--- src/rtl/ldpc_out_ctrl.sv ---
// -----------------------------------------------------------------------------
// ldpc_out_ctrl
//
// Output-phase sequencer for the LDPC decoder. Once decoding finishes, this
// block walks the output-table addresses 0..N-1 once per codeword. N is 4608
// or 6912 and is chosen by the rate that is latched at start. It collects the
// returned hard-decision bits, packs them MSB-first into bytes, and buffers
// those bytes in a small FIFO that feeds a valid/ready byte interface.
//
// An address is issued only when every bit already in flight, plus the new
// one, is sure to fit in the FIFO. A downstream stall therefore never drops
// or overwrites data.
//
// Ports
//   clk         in   1   clock
//   reset       in   1   async reset, active high
//   start       in   1   one-cycle pulse: begin output phase (IDLE only)
//   rate        in   1   code rate select, sampled on accepted start
//   busy        out  1   high in RUN and DRAIN
//   done        out  1   one-cycle pulse after the final byte handshake
//   tbl_en      out  1   address issue strobe
//   tbl_addr    out  13  bit index being issued (valid with tbl_en)
//   hd_bit      in   1   hard bit for the address issued LAT cycles earlier
//   dout        out  8   packed byte, first-issued bit in dout[7]
//   dout_valid  out  1   byte available at FIFO head
//   dout_ready  in   1   downstream accept
//   dout_last   out  1   head byte is the final byte of the codeword
// -----------------------------------------------------------------------------
module ldpc_out_ctrl #(
  parameter int LAT   = 3,
  parameter int DEPTH = 4,
  parameter int N_R0  = 4608,
  parameter int N_R1  = 6912
) (
  input  logic        clk,
  input  logic        reset,
  input  logic        start,
  input  logic        rate,
  output logic        busy,
  output logic        done,
  output logic        tbl_en,
  output logic [12:0] tbl_addr,
  input  logic        hd_bit,
  output logic [7:0]  dout,
  output logic        dout_valid,
  input  logic        dout_ready,
  output logic        dout_last
);

  localparam int AW = (DEPTH > 1) ? $clog2(DEPTH) : 1;
  localparam int CW = AW + 1;
  localparam int IW = $clog2(LAT + 1);
  localparam int OW = $clog2(8 * DEPTH + 8 + LAT) + 1;
  localparam logic [OW-1:0] OCC_MAX = OW'(8 * DEPTH);

  typedef enum logic [1:0] {
    IDLE,
    RUN,
    DRAIN,
    DONE
  } state_t;

  state_t state, state_next;

  logic [12:0]   n_bits;
  logic [12:0]   issue_cnt;
  logic [LAT-1:0] vld_sr;
  logic          bit_vld;
  logic [IW-1:0] inflight;
  logic [2:0]    pack_cnt;
  logic [6:0]    pack_reg;
  logic [9:0]    byte_idx;
  logic [9:0]    last_idx;

  logic [7:0]    mem_data [DEPTH];
  logic          mem_last [DEPTH];
  logic [AW-1:0] wr_ptr;
  logic [AW-1:0] rd_ptr;
  logic [CW-1:0] fifo_cnt;

  logic          push;
  logic          pop;
  logic          push_last;
  logic [7:0]    push_byte;
  logic [OW-1:0] occ;

  // ---------------------------------------------------------------------------
  // FSM: state register
  // ---------------------------------------------------------------------------
  always_ff @(posedge clk or posedge reset) begin
    if (reset) begin
      state <= IDLE;
    end else begin
      state <= state_next;
    end
  end

  // ---------------------------------------------------------------------------
  // FSM: next-state logic.
  // RUN stays one extra cycle after the last issue, so DRAIN is entered only
  // once issue_cnt has been seen equal to n_bits. DRAIN ends on the handshake
  // of the byte tagged last, so done follows that handshake by one cycle.
  // ---------------------------------------------------------------------------
  always_comb begin
    state_next = state;
    case (state)
      IDLE:    if (start) state_next = RUN;
      RUN:     if (issue_cnt >= n_bits) state_next = DRAIN;
      DRAIN:   if (pop && dout_last) state_next = DONE;
      DONE:    state_next = IDLE;
      default: state_next = IDLE;
    endcase
  end

  // ---------------------------------------------------------------------------
  // FSM: outputs.
  // occ counts every bit the FIFO may eventually have to hold. Each bit is
  // counted exactly once: while in flight, then in the pack register, then in
  // the FIFO. Issuing only while occ is below the FIFO capacity in bits means
  // a push can never meet a full FIFO.
  // ---------------------------------------------------------------------------
  always_comb begin
    occ    = (OW'(fifo_cnt) << 3) + OW'(pack_cnt) + OW'(inflight);
    busy   = (state == RUN) || (state == DRAIN);
    done   = (state == DONE);
    tbl_en = (state == RUN) && (issue_cnt < n_bits) && (occ < OCC_MAX);
  end

  assign tbl_addr = issue_cnt;

  // ---------------------------------------------------------------------------
  // Codeword length latch and issue counter. rate only matters on an accepted
  // start. Toggling rate later has no effect on the running codeword.
  // ---------------------------------------------------------------------------
  always_ff @(posedge clk or posedge reset) begin
    if (reset) begin
      n_bits    <= '0;
      issue_cnt <= '0;
    end else if ((state == IDLE) && start) begin
      n_bits    <= rate ? 13'(N_R1) : 13'(N_R0);
      issue_cnt <= '0;
    end else if (tbl_en) begin
      issue_cnt <= issue_cnt + 13'd1;
    end
  end

  // ---------------------------------------------------------------------------
  // Return-path alignment. tbl_en is delayed LAT cycles to mark the cycle in
  // which hd_bit belongs to a real issued address. inflight mirrors how many
  // marks are currently travelling through the delay line.
  // ---------------------------------------------------------------------------
  always_ff @(posedge clk or posedge reset) begin
    if (reset) begin
      vld_sr   <= '0;
      inflight <= '0;
    end else begin
      vld_sr[0] <= tbl_en;
      for (int i = 1; i < LAT; i++) begin
        vld_sr[i] <= vld_sr[i-1];
      end
      inflight <= inflight + IW'(tbl_en) - IW'(bit_vld);
    end
  end

  assign bit_vld = vld_sr[LAT-1];

  // ---------------------------------------------------------------------------
  // Bit packing. Only seven bits are stored. The eighth goes straight into the
  // pushed byte, and pack_cnt wraps to zero in the same cycle.
  // ---------------------------------------------------------------------------
  assign push      = bit_vld && (pack_cnt == 3'd7);
  assign push_byte = {pack_reg, hd_bit};
  assign last_idx  = n_bits[12:3] - 10'd1;
  assign push_last = (byte_idx == last_idx);

  always_ff @(posedge clk or posedge reset) begin
    if (reset) begin
      pack_reg <= '0;
      pack_cnt <= '0;
      byte_idx <= '0;
    end else begin
      if ((state == IDLE) && start) begin
        byte_idx <= '0;
      end else if (push) begin
        byte_idx <= byte_idx + 10'd1;
      end
      if (bit_vld) begin
        pack_reg <= {pack_reg[5:0], hd_bit};
        pack_cnt <= pack_cnt + 3'd1;
      end
    end
  end

  // ---------------------------------------------------------------------------
  // Byte FIFO. The last flag travels with its byte, so dout_last holds until
  // that byte is popped. A push and a pop in the same cycle leave the count
  // unchanged.
  // ---------------------------------------------------------------------------
  assign dout_valid = (fifo_cnt != '0);
  assign pop        = dout_valid && dout_ready;
  assign dout       = mem_data[rd_ptr];
  assign dout_last  = dout_valid && mem_last[rd_ptr];

  always_ff @(posedge clk or posedge reset) begin
    if (reset) begin
      for (int i = 0; i < DEPTH; i++) begin
        mem_data[i] <= '0;
        mem_last[i] <= 1'b0;
      end
      wr_ptr   <= '0;
      rd_ptr   <= '0;
      fifo_cnt <= '0;
    end else begin
      if (push) begin
        mem_data[wr_ptr] <= push_byte;
        mem_last[wr_ptr] <= push_last;
        wr_ptr           <= wr_ptr + AW'(1);
      end
      if (pop) begin
        rd_ptr <= rd_ptr + AW'(1);
      end
      case ({push, pop})
        2'b10:   fifo_cnt <= fifo_cnt + CW'(1);
        2'b01:   fifo_cnt <= fifo_cnt - CW'(1);
        default: fifo_cnt <= fifo_cnt;
      endcase
    end
  end

endmodule
--- config.mk ---
export PLATFORM = sky130hd
export DESIGN_NAME = ldpc_out_ctrl
export DESIGN_NICKNAME = d
export VERILOG_FILES = /design/src/rtl/ldpc_out_ctrl.sv
export SDC_FILE = /design/constraint.sdc
export NUM_CORES = 1
export LEC_CHECK = 0
export ABC_AREA = 1
export CORE_MARGIN = 4
export CORE_UTILIZATION = 43
export CTS_CLUSTER_SIZE = 10
export DETAILED_ROUTE_END_ITERATION = 8
export PLACE_DENSITY_LB_ADDON = 0.25
export SKIP_CTS_REPAIR_TIMING = 1
export SYNTH_ARGS = -nofsm -noshare
export SYNTH_HDL_FRONTEND = slang
export SYNTH_SLANG_ARGS = --single-unit
--- constraint.sdc ---
create_clock -name clk -period 3.96 [get_ports clk]
set_input_delay 0.594 -clock clk [delete_from_list [all_inputs] [get_ports clk]]
set_output_delay 0.594 -clock clk [all_outputs]
set_load 0.01 [all_outputs]
=== After elaboration in Yosys (flattened, before gate mapping) ===
Cells that the tools add are included.

* Bits in latches: 0
* Logic and storage cells: 86
* Memory bits (read-only): 0
* Flip-flop bits (word level): 96
* Output and inout bits: 26
* RAM bits: 0
* Memories kept: 0

* Muxes and demuxes: 22
* Shifts and indexed selects: 0
* Eq/ne operators: 10
* Div/mod/pow operators: 0
* Multiply operators: 0
* Reductions and logical operators: 15
* Add/subtract/negate cells: 12
* Bitwise gates (word level): 2
* Magnitude comparators: 6

{| class="wikitable"
|+ Operators by type and width
! cell !! number
|-
| bitwise mux 32 bit || 1
|-
| 2-to-1 mux 13 bit || 2
|-
| 2-to-1 mux 8 bit || 3
|-
| 2-to-1 mux 10 bit || 2
|-
| binary-select mux 8 bit (select 2 bit) || 1
|-
| demux 8 bit (select 2 bit) || 1
|-
| adder 13 x 1 -> 13 bit, second input constant || 1
|-
| greater-or-equal comparator 13 bit || 1
|-
| less-than comparator 13 bit || 1
|-
| 2-to-1 mux 12 bit || 1
|-
| adder 10 x 1 -> 10 bit, second input constant || 1
|-
| == test 10 bit || 1
|-
| subtractor 10 x 1 -> 10 bit, second input constant || 1
|-
| logical AND 1 bit || 8
|-
| case mux 2 bit (4 select lines) || 1
|-
| adder 6 x 3 -> 7 bit || 1
|-
| adder 7 x 2 -> 7 bit || 1
|-
| less-than comparator 7 x 6 -> 1 bit, second input constant || 1
|-
| adder 3 x 1 -> 3 bit, second input constant || 2
|-
| == test 2 bit, second input constant || 3
|-
| greater-or-equal comparator 3 bit, second input constant || 2
|-
| 2-to-1 mux 2 bit || 3
|-
| != test 2 bit, second input constant || 3
|-
| inverter 2 -> 3 bit || 2
|-
| 17 further kinds || 23
|}

=== Logic depth before layout (Yosys ltp) ===
Gate-level depths: netlist of the first run.

* Word-level depth: 8
* Depth in mapped cells: 12

=== Worst setup path before layout of the first run ===
OpenSTA, ideal clock, no wires.

* Kind: reg-to-output
* From: register issue_cnt[12], in the netlist tbl_addr[12]
* To: output tbl_en
* Cell stages (with the launch flop): 10
* Data arrival time: 1.416 ns
* Buffers on the path: 1
* Slack: 1.950 ns
* Data required time: 3.366 ns
* Path through: dfrtp_1 -> ha_1 -> nand2_1 -> inv_1 -> o21ai_0 -> nand2_1 -> nor2_2 -> nand3_2 -> buf_6 -> clkinv_4

* Cells in the longest elaborated chain, start to end: 3

{| class="wikitable"
|+ RTL lines
! element !! RTL line !! RTL
|-
| start, declared || 66 || <nowiki>logic [12:0] issue_cnt;</nowiki>
|-
| start signal, assigned || 143 || <nowiki>issue_cnt <= issue_cnt + 13'd1;</nowiki>
|-
| less-than comparator 13 bit || 126 || <nowiki>tbl_en = (state == RUN) && (issue_cnt < n_bits) && (occ < OCC_MAX);</nowiki>
|-
| logical AND 1 bit (2 in series) || 126 ||
|-
| end, declared || 41 || <nowiki>output logic tbl_en,</nowiki>
|}

No other way between the ends.

=== Worst setup path in the final report of the first run ===
* From: register rd_ptr[0]
* To: output dout_last

* Cells in the longest elaborated chain, start to end: 5

{| class="wikitable"
|+ RTL lines
! element !! RTL line !! RTL
|-
| start, declared || 78 || <nowiki>logic [AW-1:0] rd_ptr;</nowiki>
|-
| start signal, assigned || 220 || <nowiki>rd_ptr <= rd_ptr + AW'(1);</nowiki>
|-
| inverter 2 -> 3 bit (implied by the code) || 202 || <nowiki>assign dout_last = dout_valid && mem_last[rd_ptr];</nowiki>
|-
| binary-select mux 1 bit (select 2 bit) || 202 ||
|-
| 2-to-1 mux 1 bit (implied by the code) (2 in series) || 202 ||
|-
| logical AND 1 bit || 202 ||
|-
| end, declared || 47 || <nowiki>output logic dout_last</nowiki>
|}

No other way between the ends. The select of a mux whose other input is x is not followed.

==> reports/results.env, run 1 <==
RUN_STATUS='complete, no violations'
NUMBER_OF_VIAS_PER_CELL_AFTER_DETAILED_ROUTING=5.000
PRE_CTS_WS_PS=1035
HOLD_START='vld_sr[1]$_DFF_PP0_'
FINALMAXSLEWVIOLATIONS=0
DRCVIOLATIONCOUNT=0
GLOBALPLACE.CONGESTION=0.8441
RSZ_0062_RAISED_AFTER_GLOBAL_ROUTING='false'
FINALCLOCKSKEW_PS=8.993
POST_SYNTH_NUM_CELL_TYPES=31
PLACEABLECOREAREA_UM2=9910
SETUP.WORST_PATH.START='rd_ptr[0]$_DFFE_PP0P_'
IOS=32
STARTING_DENSITY_OF_THE_CORE_PCT=44.61
POSTLAYOUTCELLAREA_UM2=5034
TIMING.FINAL.WS_SETUP_PS=627.0
MULTIINPUTGATEAREA_UM2=1974
DIE_X_UM=109.4
DIE_AREA_UM2=11970
CLK_LATENCY_PS=360
INITIALDRTVIOLATIONCOUNT=206
FIRST_GLOBAL_VIAS=3362
REG_AREA_UM2=2127
YOSYSWARNINGCOUNT=0
SINK_COUNT=85
FIN_CRIT_SH_PCT=84.17
HOLD_VIOLATIONS=0
CTSHTREEMAXLEVEL=3
DIE_HEIGHT_UM=109.4
MAX_CAP_VIOL_COUNT=0
FINALWORSTPATHREQUIREDPERIOD_PS=3333
DP_HPWL_UM=6454
FILLCELLCOUNT=951
REG2REG_FROM='rd_ptr[0]$_DFFE_PP0P_'
GRT.TOTAL_USAGE_PCT=17.20
DPL.CELL_COUNT=670
SEQ_AREA_FRAC_SYNTH_PCT=48.12
GLOBAL_ROUTE.USAGE.MET1_PCT=24.34
SYNTHESIS.INSTANCES=518
PWR_DENSITY_CELL_nW_PER_UM2=644.6
PLACED_CELL_AREAS_UM2=4810
WORST_SLEW_MARGIN_PCT=29.12
SETUP_VIOL=0
TNS_PS=0
CRIT_FANOUT=20
TIMING_WORST_SETUP_PATH_TYPE='reg -> out'
GLOBAL_ROUTE_WIRE_LENGTH_BEFORE_REPAIR_UM=16170
SYNTH_AREA_PER_CELL_UM2=8.534
GRT-OVFL-TOTAL=0
ROUTED_WIRE_LENGTH_PER_INSTANCE_UM=13.51
PLACEMENT_ROWS=36
POST_LAYOUT_INSTANCE_COUNT_EXCLUDING_FILLER_CELLS=686
CTS_ROOT_BUF='clkbuf_8'
CLKSLEWWORSTSETUPHOLDPATHS_PS=90
TRITONCTS='yes'
MET3_USAGE_PCT=3.758
TIMING.CRITICAL_PATH.TO_TYPE='output port'
ANTENNA_FOUND_INITIAL=0
CRITPATHARRIVALTIME_PS=2740
DRT-PASS1-ITER-COUNT=4
IO_BUFFER_COUNT=31
BUSIEST_LAYER='met2'
AREA.GROWTH.SYNTH_TO_FINAL_PCT=13.87
POST-LAYOUT-TOTAL-POWER_mW=3.245
MAX-CLOCK-PATH-BUFFERS=2
HOLDCRITPATHCLASS='reg -> reg'
TIGHTESTPINTRANSITION_PS=1063
FINALCOREUTILIZATION_PCT=50.80
CP.REQUIRED_PS=3370
FIN_NETS=580
SYN_AREA_UM2=4420
IRDROPWORSTVDD_V=0.0002649
GRT_START_MAX_NET_PINS=64
CRITICAL_PATH.STARTPOINT_TYPE='flip-flop'
SYNTHESIS.NETS=550
WORST_HOLD_SLACK_PS=355.8
MAX_FFS_PER_REGISTER=32
MAX_FREQ_MHz=300.0
TOTALWIRELENGTH_UM=9265
CTS_MADE_BUFFERS=9
VIAS=3430
LKG_PWR_nW=2.396
INSERTEDDIODECOUNT=0
POST_ROUTE_ANTENNA_NET_VIOLATION_COUNT=0
YS_SEQ_ELEMENTS=85
POST_ROUTE_CELLS_DRIVE_ABOVE_1_SHARE_PCT=7.052
GRT.MET2_USAGE_PCT=26.11
LARGEST-REGISTER='mem_data'
==> per-layer routing <==
layer	part of all wire, %	up-vias
met4	2.3	0
li1	-	1727
met2	45	68
met3	3.8	17
met5	0	-
met1	49	1618
==> cells in the mapped netlist, drive strengths merged <==
library cell  count  area share [%]
xnor2             7             1.4
dfrtp            85              48
o22ai             8             1.1
inv              52             4.4
nand3            28             3.3
nor2             53             4.6
nor3              7             1.0
o21ai            76             8.6
xor2             13             2.6
a21oi             8            0.91
nand3b            1            0.17
or2               4            0.57
mux2              1            0.25
clkinv            2            0.28
nand2           124              11
nand4             6            0.85
nor3b             1            0.17
a21boi            1            0.17
buf               9             2.0
ha               25             7.1
fa                1            0.45
clkbuf            6            0.51
==> report_power, final <==
part           internal (mW)  switching, mW  leakage (nW)
Combinational          0.555          0.704          1.16
Clock                  0.375          0.323         0.114
Sequential              1.05          0.232          1.12
==> cell families (layout without fill, tap and decap cells) <==
logic type               Yosys count  after routing  synth area share, %
AND/OR/NAND/NOR                  224            224                22.11
AO/OA/AOI/OAI                     93             93                10.81
flip-flops                        85             85                48.12
buffers and inverters             69            104                7.218
adder cells (fa/ha/maj)           26             26                7.529
XOR/XNOR                          20             20                3.963
multiplexers                       1              1               0.2547
==> worst max-delay path, cell delays in order, from the launching register on <==
cell and delay [ps]:
dfrtp_1 730, clkinv_1 600, nand2_1 180, nand3_1 100, a21boi_0 190, clkdlybuf4s50_1 560
==> cell usage in the layout (no fill, tap or decap), types with 4 or more instances in the layout <==
master | synthesis | layout
nand2_1 | 117 | 117
dfrtp_1 | 85 | 85
o21ai_0 | 70 | 70
nor2_1 | 52 | 52
inv_1 | 49 | 48
clkdlybuf4s50_1 | 0 | 31
nand3_1 | 27 | 27
ha_1 | 25 | 25
xor2_1 | 13 | 13
clkbuf_8 | 0 | 10
a21oi_1 | 8 | 8
o22ai_1 | 8 | 8
xnor2_1 | 7 | 7
nand4_1 | 6 | 6
o21ai_1 | 6 | 6
nand2_4 | 5 | 5
nor3_1 | 5 | 5
or2_2 | 4 | 4
==> final timing paths <==
kind | end | slack (ps) | cells past startpoint
setup / recovery | dout_last | 630 | 5
hold / removal | vld_sr[2]$_DFF_PP0_ | 360 | 0
setup reg to reg | state[1]$_DFFE_PP0P_ | 1710 | 9
hold reg to reg | vld_sr[2]$_DFF_PP0_ | 360 | 0
max in group asynchronous | state[1]$_DFFE_PP0P_ | 2350 | 3
min in group asynchronous | mem_data[31]$_DFFE_PP0P_ | 750 | 2
==> area by class of cell <==
class / instances / share of cell area, %
Tap cell: 133 / 3.306
Sequential cell: 85 / 42.26
Clock buffer: 11 / 2.809
Timing Repair Buffer: 34 / 6.612
Multi-Input combinational cell: 364 / 39.22
Clock inverter: 5 / 1.641
Inverter: 54 / 4.151
Power figures use the tool's default switching activity.
==> run 2, diff against run 1 <==
Clock period 3.96 ns to 3.22 ns, I/O delays scaled along.
==> run 2 against run 1 <==
Power up 18%. Final area down 0.89%. Count of clock-buffer cells in the layout grew 1. Worst setup slack worse by 260 ps.
==> reports/results.env, run 2 (synthesized netlist as in run 1, its figures left out) <==
CTS_MADE_BUFFERS=9  # unchanged
DIE_X_UM=109.4  # unchanged
RSZ_0062_RAISED_AFTER_GLOBAL_ROUTING='false'
PLACEABLECOREAREA_UM2=9910  # unchanged
CP_SLOWEST_STAGE_DELAY_PS=530  # -200 ps
HOLD_VIOLATIONS=0  # unchanged
LKG_PWR_nW=2.364  # -1.4%
CRITICAL_PATH.STARTPOINT_TYPE='flip-flop'
PLACEMENT_ROWS=36  # unchanged
CTS_ROOT_BUF='clkbuf_8'
CLOCK_POWER_SHARE_PCT=17.3  # -4.2 points
SWITCHING_POWER_mW=1.542  # +22%
LAYOUT.CELLS.MOST_COMMON='nand2_1'
TNS_PS=0  # unchanged
WORST_HOLD_PATH.NUM_CELLS=0  # unchanged
MAX-CLOCK-PATH-BUFFERS=2  # unchanged
GLOBAL_ROUTE_WIRE_LENGTH_BEFORE_REPAIR_UM=16520  # +2.1%
CRITICAL_PATH.CELL_CHAIN='inv_1 -> ha_1 -> nand2_1 -> inv_1 -> o21ai_0 -> nand2_1 -> nor2_2 -> nand3_2 -> clkinv_4 -> clkdlybuf4s50_1'
POST-LAYOUT-TOTAL-POWER_mW=3.816  # +18%
IRDROPWORSTVDD_V=0.0002976  # +12%
IO_BUFFER_COUNT=31  # unchanged
PRE_CTS_WS_PS=727.8  # -306.8 ps
GRT.TOTAL_USAGE_PCT=17.49  # +0.29 points
HOLD_START='vld_sr[1]$_DFF_PP0_'
STARTING_DENSITY_OF_THE_CORE_PCT=44.61  # unchanged
MAX_CAP_VIOL_COUNT=0  # unchanged
CP.REQUIRED_PS=2740  # -630 ps
FIN_NETS=581  # +0.17%
CRIT_FANOUT=7  # -65%
DIE_AREA_UM2=11970  # unchanged
FINALWORSTPATHREQUIREDPERIOD_PS=2854
ANTENNA_FOUND_INITIAL=0  # unchanged
SETUP.WORST_PATH.START='n_bits[11]$_DFFE_PP0P_'
DPL.CELL_COUNT=671  # +0.15%
SINK_COUNT=85  # unchanged
FIRST_GLOBAL_VIAS=3397  # +1.0%
MOST-COMMON-LAYOUT-CELLS='117 x nand2_1, 85 x dfrtp_1, 70 x o21ai_0'
POST_ROUTE_ANTENNA_NET_VIOLATION_COUNT=0  # unchanged
INSERTEDDIODECOUNT=0  # unchanged
REG2REGPATHDEPTH=9  # unchanged
DRT-PASS1-ITER-COUNT=4  # unchanged
NUMBER_OF_VIAS_PER_CELL_AFTER_DETAILED_ROUTING=5.013  # +0.26%
CRITPATHARRIVALTIME_PS=2370  # -370 ps
NETSWITCHINGFRACTION_PCT=40.40  # +1.6 points
POST_ROUTE_CELLS_DRIVE_ABOVE_1_SHARE_PCT=6.691  # -0.36 points
MAX_FFS_PER_REGISTER=32  # unchanged
FIN_CRIT_SH_PCT=88.64
HOLDCRITPATHCLASS='reg -> reg'
POST_LAYOUT_INSTANCE_COUNT_EXCLUDING_FILLER_CELLS=686  # unchanged
MAX_FREQ_MHz=350.4
WORST_SLEW_MARGIN_PCT=50.51  # +21 points
IOS=32  # unchanged
ROUTED_WIRE_LENGTH_PER_INSTANCE_UM=13.64  # +1.0%
TIMING_WORST_SETUP_PATH_TYPE='reg -> out'
POWER.SHARE.COMBINATIONAL_PCT=41.9  # +3.1 points
TRITONCTS='yes'
INITIALDRTVIOLATIONCOUNT=167  # -19%
TOTALWIRELENGTH_UM=9358  # +1.0%
REG2REG_FROM='pack_cnt[0]$_DFFE_PP0P_'
SETUP_VIOL=0  # unchanged
CLK_LATENCY_PS=360  # about the same
FILLCELLCOUNT=990  # +4.1%
AREA.GROWTH.SYNTH_TO_FINAL_PCT=12.85
TIMING.CRITICAL_PATH.TO_TYPE='output port'
FINALCLOCKSKEW_PS=4.002  # -4.990 ps
GRT-OVFL-TOTAL=0  # unchanged
RUN_STATUS='complete, no violations'
CTSHTREEMAXLEVEL=3  # unchanged
DRCVIOLATIONCOUNT=0  # unchanged
TIMING.FINAL.WS_SETUP_PS=365.7  # -261.3 ps
LARGEST-REGISTER='mem_data'
DIE_HEIGHT_UM=109.4  # unchanged
PWR_DENSITY_CELL_nW_PER_UM2=765.0  # +19%
VIAS=3439  # +0.26%
FINALMAXSLEWVIOLATIONS=0  # unchanged
GLOBALPLACE.CONGESTION=0.8415  # -0.31%
CRITPATHSLOWESTCELL='clkdlybuf4s50_1'
DP_HPWL_UM=6451  # about the same
CLKSLEWWORSTSETUPHOLDPATHS_PS=80  # about the same
SEQ_POWER_SHARE_PCT=40.7  # +1.0 points
GRT_START_MAX_NET_PINS=46  # -28%
CELLINTERNALPOWER_mW=2.274  # +15%
TIGHTESTPINTRANSITION_PS=741.5  # -321.8 ps
## run 2: changes by cell type in the layout (fill, tap and decap cells not counted)
cell | before | now
bufinv_16 | 2 | 0
clkinv_2 | 2 | 1
clkinvlp_4 | 0 | 2
inv_6 | 1 | 0
buf_12 | 0 | 1
clkbuf_1 | 1 | 3
clkbuf_8 | 10 | 9
## run 2: layer usage
layer  vias up  part of all wire (%)  global-route usage (%)
li1       1727                     -                       -
met1      1642                    48                   24.54
met2        59                    46                   27.20
met3        11                   3.5                   2.584
met4         0                   1.7                   7.213
met5         -                     0                       0
## run 2: worst paths after layout
check,end,slack (ps)
min in group asynchronous,pack_reg[0]$_DFFE_PP0P_,540
max reg2reg,fifo_cnt[2]$_DFFE_PP0P_,1120
min,vld_sr[2]$_DFF_PP0_,350
max,tbl_en,370
max in group asynchronous,tbl_addr[11]$_DFFE_PP0P_,2010
min reg2reg,vld_sr[2]$_DFF_PP0_,350
## run 2: final cells by class
type	instances	area, um^2	share of cell area (%)
Tap cell	133	166.4	3.336
Multi-Input combinational cell	364	1974	39.58
Clock buffer	12	135.1	2.709
Inverter	54	209.0	4.189
Sequential cell	85	2127	42.64
Timing Repair Buffer	35	352.8	7.073
Clock inverter	3	23.77	0.4765
## run 2: power groups by stage
stage / sequential [mW] / combinational, mW / clock (mW)
2_1_floorplan: 1.50 / 1.08 / 0
3_3_place_gp: 1.56 / 1.59 / 0
3_5_place_dp: 1.58 / 1.62 / 0
4_1_cts: 1.55 / 1.63 / 0.680
5_1_grt: 1.59 / 1.85 / 0.728
6_report: 1.55 / 1.60 / 0.662
## run 2: worst max-delay path: cells and delay by family (launching register included)
kind | cells | cell delay, ps
AO/OA/AOI/OAI | 1 | 60
flip-flops | 1 | 430
buffers and inverters | 4 | 830
AND/OR/NAND/NOR | 4 | 440
adder cells (fa/ha/maj) | 1 | 240
## run 2: through the flow
| stage | instance area (um^2) | hold slack (ps) | utilization (%) |
|---|---|---|---|
| 2_1_floorplan | 4420 | 331.2 | - |
| 3_3_place_gp | 4830 | 337.2 | 48.74 |
| 5_1_grt | 4989 | 361.8 | 50.34 |
| 4_1_cts | 4989 | 355.1 | 50.34 |
| 3_5_place_dp | 4830 | 335.5 | 48.74 |
| 6_report | 4989 | 352.3 | 50.34 |
==> run 3, diff against run 2 <==
Settings changed: ABC_CLOCK_PERIOD_IN_PS set to 3220.
==> results of run 3 <==
No change in the layout: final DEF, timing and power equal those of run 2.
